--- config.mk ---
export PLATFORM = sky130hd
export DESIGN_NAME = avalon_io_bank
export DESIGN_NICKNAME = d
export VERILOG_FILES = /design/src/rtl/avalon_io_bank.sv
export SDC_FILE = /design/constraint.sdc
export NUM_CORES = 1
export LEC_CHECK = 0
export ABC_AREA = 1
export BUFFER_PORTS_ARGS = -buffer_cell sky130_fd_sc_hd__buf_2
export CELL_PAD_IN_SITES_DETAIL_PLACEMENT = 0
export CELL_PAD_IN_SITES_GLOBAL_PLACEMENT = 1
export CORE_MARGIN = 5
export CORE_UTILIZATION = 35
export DETAILED_ROUTE_END_ITERATION = 8
export HOLD_SLACK_MARGIN = 0.03
export PLACE_DENSITY_LB_ADDON = 0.1
export SKIP_CTS_REPAIR_TIMING = 1
export SLEW_MARGIN = 20
export SYNTH_ARGS = -nofsm -noshare
export SYNTH_HDL_FRONTEND = slang
export SYNTH_SLANG_ARGS = --single-unit
--- constraint.sdc ---
create_clock -name clk_clk -period 1.41 [get_ports clk_clk]
set_input_delay 0.0705 -clock clk_clk [delete_from_list [all_inputs] [get_ports clk_clk]]
set_output_delay 0.0705 -clock clk_clk [all_outputs]
set_load 0.005 [all_outputs]
--- src/rtl/avalon_io_bank.sv ---
// avalon_io_bank: Avalon-MM LED/switch/button bank with debounce and edge capture; optional IRQ via IO_BANK_IRQ_EN
module avalon_io_bank #(
  parameter int LED_W = 8,
  parameter int SW_W = 8,
  parameter int BTN_W = 3,
  parameter int DEBOUNCE_CYCLES = 500000
) (
  input  logic             clk_clk,
  input  logic             reset_reset_n,
  input  logic [2:0]       avs_address,
  input  logic             avs_chipselect,
  input  logic             avs_read,
  input  logic             avs_write,
  input  logic [31:0]      avs_writedata,
  output logic [31:0]      avs_readdata,
  output logic             irq,
  output logic [LED_W-1:0] led_export,
  input  logic [SW_W-1:0]  sw_export,
  input  logic [BTN_W-1:0] btn_export
);
  localparam int CW = $clog2(DEBOUNCE_CYCLES);
  logic wr, rd;
  logic [SW_W-1:0] sw_s1, sw_s2;
  logic [BTN_W-1:0] btn_s1, btn_s2, btn_db, db_nxt, rise, edge_q, irq_mask, edge_clr;
  logic [CW-1:0] cnt [BTN_W];
  logic [CW-1:0] cnt_nxt [BTN_W];
  logic [31:0] rdata;
  logic unused_bits;
  assign wr = avs_chipselect & avs_write;
  assign rd = avs_chipselect & avs_read;
  assign unused_bits = ^avs_writedata;
  assign edge_clr = (wr && avs_address == 3'd3) ? avs_writedata[BTN_W-1:0] : '0;
  // per-button debounce: count consecutive differing cycles, accept the new level on the last one
  always_comb begin
    db_nxt = btn_db;
    for (int i = 0; i < BTN_W; i++) begin
      cnt_nxt[i] = '0;
      if (btn_s2[i] != btn_db[i]) begin
        if (cnt[i] == CW'(DEBOUNCE_CYCLES - 1)) db_nxt[i] = btn_s2[i];
        else cnt_nxt[i] = cnt[i] + 1'b1;
      end
    end
    rise = db_nxt & ~btn_db;
  end
  // register read mux; unused upper bits are zero-extended
  always_comb
    rdata = avs_address == 3'd0 ? 32'(led_export) :
            avs_address == 3'd1 ? 32'(sw_s2) :
            avs_address == 3'd2 ? 32'(btn_db) :
            avs_address == 3'd3 ? 32'(edge_q) :
            avs_address == 3'd4 ? 32'(irq_mask) : 32'd0;
  // synchronisers, debounce state, LED, edge capture and read data
  always_ff @(posedge clk_clk) begin
    if (!reset_reset_n) begin
      sw_s1 <= '0;
      sw_s2 <= '0;
      btn_s1 <= '0;
      btn_s2 <= '0;
      btn_db <= '0;
      cnt <= '{default: '0};
      edge_q <= '0;
      led_export <= '0;
      avs_readdata <= '0;
    end else begin
      sw_s1 <= sw_export;
      sw_s2 <= sw_s1;
      btn_s1 <= btn_export;
      btn_s2 <= btn_s1;
      btn_db <= db_nxt;
      cnt <= cnt_nxt;
      edge_q <= (edge_q & ~edge_clr) | rise;
      if (wr && avs_address == 3'd0) led_export <= avs_writedata[LED_W-1:0];
      if (rd) avs_readdata <= rdata;
    end
  end
`ifdef IO_BANK_IRQ_EN
  // interrupt mask register and registered level interrupt
  always_ff @(posedge clk_clk) begin
    if (!reset_reset_n) begin
      irq_mask <= '0;
      irq <= 1'b0;
    end else begin
      if (wr && avs_address == 3'd4) irq_mask <= avs_writedata[BTN_W-1:0];
      irq <= |(edge_q & irq_mask);
    end
  end
`else
  assign irq_mask = '0;
  assign irq = 1'b0;
`endif
endmodule

==> Yosys cells after proc, flatten, opt, wreduce, memory -nomap -nowiden <==
Index checks and enable logic that the tools add are counted.
{ "classes": {"addsub": 3, "eq_ne": 9, "mux": 11, "bitwise": 11, "n_reduce_logical": 6} }
{ "ops": {"columns": ["operator", "n"], "rows": [
  ["adder 19 x 1 -> 19 bit (second input constant)", 3],
  ["equality test 19 bit (second input constant)", 3],
  ["two-way mux 8 bit", 2],
  ["two-way mux 3 bit", 3],
  ["OR reduction 3 bit", 3],
  ["bitwise AND 3 bit", 2],
  ["equality test 3 x 2 -> 1 bit (second input constant)", 2],
  ["two-way mux 1 bit", 6],
  ["NOT 3 bit", 2],
  ["NOT 1 bit", 4],
  ["equality test 3 x 1 -> 1 bit (second input constant)", 1],
  ["zero test 3 bit", 1],
  ["!= test 1 bit", 3],
  ["OR 3 bit", 1],
  ["bitwise AND 1 bit", 2],
  ["logical AND 1 bit", 2]
]} }
{ "totals": {"register_bits": 125, "output_inout_bits": 41, "elab_cells": 51} }

==> Longest topological paths before layout <==
{ "logic_depth": {"ltp_word": 6, "ltp_mapped": 9} }

==> Least setup slack after synthesis <==
OpenSTA, ideal clock, no wires.
{ "synth_timing": {"path_type": "register to register", "startpoint": "register cnt[19] (netlist name)", "endpoint": "register cnt[19] (netlist name)", "t_arrival_ns": 1.332, "setup_slack_ns": -0.043, "stages_incl_launch_ff": 8, "period_less_slack_ns": 1.453, "cell_sequence": "dfxtp_1 > ha_1 > nand2_1 > nor2_4 > nand3_2 > nand2_2 > buf_6 > nor2_1"} }
{ "synth_via": {"elab_chain_cells": 2, "word_cells_on_any_way": 3} }
{ "synth_rtl": {"columns": ["element", "line", "text"], "rows": [
  ["start: declaration", "25", "logic [CW-1:0] cnt [BTN_W];"],
  ["start signal: assignment", "70", "cnt <= cnt_nxt;"],
  ["branches (longest 2 deep; another with adder 19 x 1 -> 19 bit)", null, null]
]} }
Parallel ways; which one is timed is not known.
A chain may end at the register's enable or synchronous reset.

==> Worst setup path in the final report <==
{ "layout_timing": {"startpoint": "register cnt[39] (netlist name)", "endpoint": "register cnt[50] (netlist name)"} }
The elaborated chain is that of the path after synthesis.

==> impl_metrics.tcl <==
set metrics [dict create \
    status "finished with violations" \
    violations "negative hold slack" \
    viasPerCell 4.42 \
    finalClockSkew_ns 0.00659 \
    yosysWarnings 0 \
    cts-buffers-inserted 9 \
    worstPathRequired_ns 1.65 \
    drc 0 \
    layout_common_cells "203 x nand2_1, 122 x nor2_1, 104 x inv_1" \
    clk_pin_slew_ns 0.08 \
    finalPower_w 0.00569 \
    start_util 0.356 \
    crit_arrival_ns 1.57 \
    grt_first_pass_wirelength_um 18600 \
    cts_max_level 3 \
    timing.max_cap.violations 0 \
    ant_nets 0 \
    clockBufferDepth 2 \
    dpl_worst_slack_ns -0.0524 \
    met2_length_um 5540 \
    min_path_type "primary input to register" \
    antenna_found_initial 0 \
    seq_area_frac_synth 0.411 \
    wire_per_inst_um 11.3 \
    grt_max_degree 31 \
    finalSetupViolations 0 \
    multi_input_area_mm2 0.00246 \
    final_common_cell "nand2_1" \
    synthCells 752 \
    path_max_fanout 14 \
    port_buffers 42 \
    grt_pass1_vias 4064 \
    post-route-period-util 0.939 \
    clock_latency_ns 0.36 \
    grt_overflow 0 \
    gp_congestion 0.828 \
    dr.first_iter.drc_count 259 \
    track_usage 0.138 \
    p_leak_nw 2.46 \
    dr.max_layer_used "met4" \
    area_growth_pct 21.9 \
    fill_cells 1480 \
    clock-sinks 101 \
    synthDistinctLibCells 26 \
    fin_util 0.434 \
    die_x_um 129 \
    synth_area_per_cell_um2 6.55 \
    core_mm2 0.0138 \
    n_antenna_cell 0 \
    drive_gt1_frac 0.158 \
    wirelength_um 11400 \
    slew_viol_final 0 \
    ir_worst_vdd_v 0.000812 \
    critPathCaptureType "register" \
    rows 43 \
    dr.pass1.iters 4 \
    p_per_area_mw_per_mm2 948 \
    final_net_count 885 \
    rsz0062_at_grt "yes" \
    max_freq_ghz 0.755 \
    finalHoldViolations 1 \
    critPathLaunchType "register" \
    die_area_mm2 0.0165 \
    setup_slack_ns 0.0863 \
    hold-worst-slack_ns -0.00899 \
    critPathKind "register to register" \
    fin_crit_ns 1.32 \
    fp.dieH_um 129 \
    dp_hpwl_um 8610 \
    synth_seq_cells 101 \
    ios 92 \
    wl_met3_um 448 \
    cts_tree "done" \
    num_vias 4487 \
    wl_met1_um 5350 \
    regArea_mm2 0.00204 \
    cts_root_buffer "clkbuf_16" \
    synth_area_mm2 0.00492 \
]
[metrics by stage]
stage | instances | hold WS [ns] | TNS, ns | cell area, um^2
2_1_floorplan | 776 | 0.168 | 0 | 5030
3_3_place_gp | 984 | 0.254 | 0 | 5410
3_5_place_dp | 984 | 0.254 | -0.0618 | 5410
4_1_cts | 1000 | -0.129 | -0.187 | 5710
5_1_grt | 1016 | 0.0300 | -0.247 | 6000
6_report | 1016 | -0.00899 | 0 | 6000
[critical path: stages (launching register included)]
cell and delay, ns:
dfxtp_2 0.36, ha_4 0.16, nand3_2 0.11, nor2_1 0.13, nand3_1 0.12, nand2_1 0.13
buf_12 0.15, a21oi_1 0.04
[kinds of logic after synthesis]
| family | count (synthesis) | synth area share |
|---|---|---|
| AOI/OAI and AO/OA | 75 | 0.0762 |
| xor gates and xnor gates | 11 | 0.0196 |
| adders and majority gates | 3 | 0.00762 |
| buffers and inverters | 143 | 0.133 |
| DFF | 101 | 0.411 |
| other | 1 | 0.000761 |
| and+or+nand+nor | 418 | 0.352 |
[cell usage after synthesis (all sizes together)]
cell      n  share of area
nand2   209           0.16
nor2    139           0.11
inv     108          0.082
dfxtp   101           0.41
nand3    39          0.043
a21oi    38          0.039
o21ai    37          0.038
buf      32          0.049
nand4    17          0.022
xor2      9          0.016
or2       8          0.010
nor3      6         0.0084
clkbuf    3         0.0023
ha        3         0.0076
xnor2     2         0.0036
conb      1        0.00076
[power breakdown]
part | switching (W) | leakage (nW) | total (W) | internal [W]
clock network | 0.00125 | 0.144 | 0.00251 | 0.00126
registers | 0.0000209 | 0.826 | 0.00292 | 0.00290
logic | 0.000147 | 1.49 | 0.000264 | 0.000117
[metal layers]
metal	global-route usage	vias up
met5	0	-
met4	0.0315	0
met3	0.0423	7
met2	0.228	60
met1	0.179	1987
li1	-	2433
[path summary, 6_finish.rpt]
path / start / to / slack [ns] / depth (start not counted)
min: avs_writedata[7] / led_export[7] / -0.009 / 3
max: cnt[39] / cnt[50] / 0.09 / 7
min reg2reg: sw_s1[1] / sw_s2[1] / 0.41 / 2
max reg2reg: cnt[39] / cnt[50] / 0.09 / 7
[registers in the layout (all words and copies together) (netlist names)]
signal        count
sw_s1             8
cnt              57
avs_readdata      8
btn_s1            3
led_export        8
btn_db            3
edge_q            3
btn_s2            3
sw_s2             8
[cell type report]
class	count	share of cell area
timing repair buffer	79	0.0944
tap	180	0.0375
multi-input combinational	532	0.411
clock buffer	9	0.0375
sequential	101	0.340
clock inverter	7	0.0129
inverter	108	0.0675
Power figures use the tool's default switching activity.
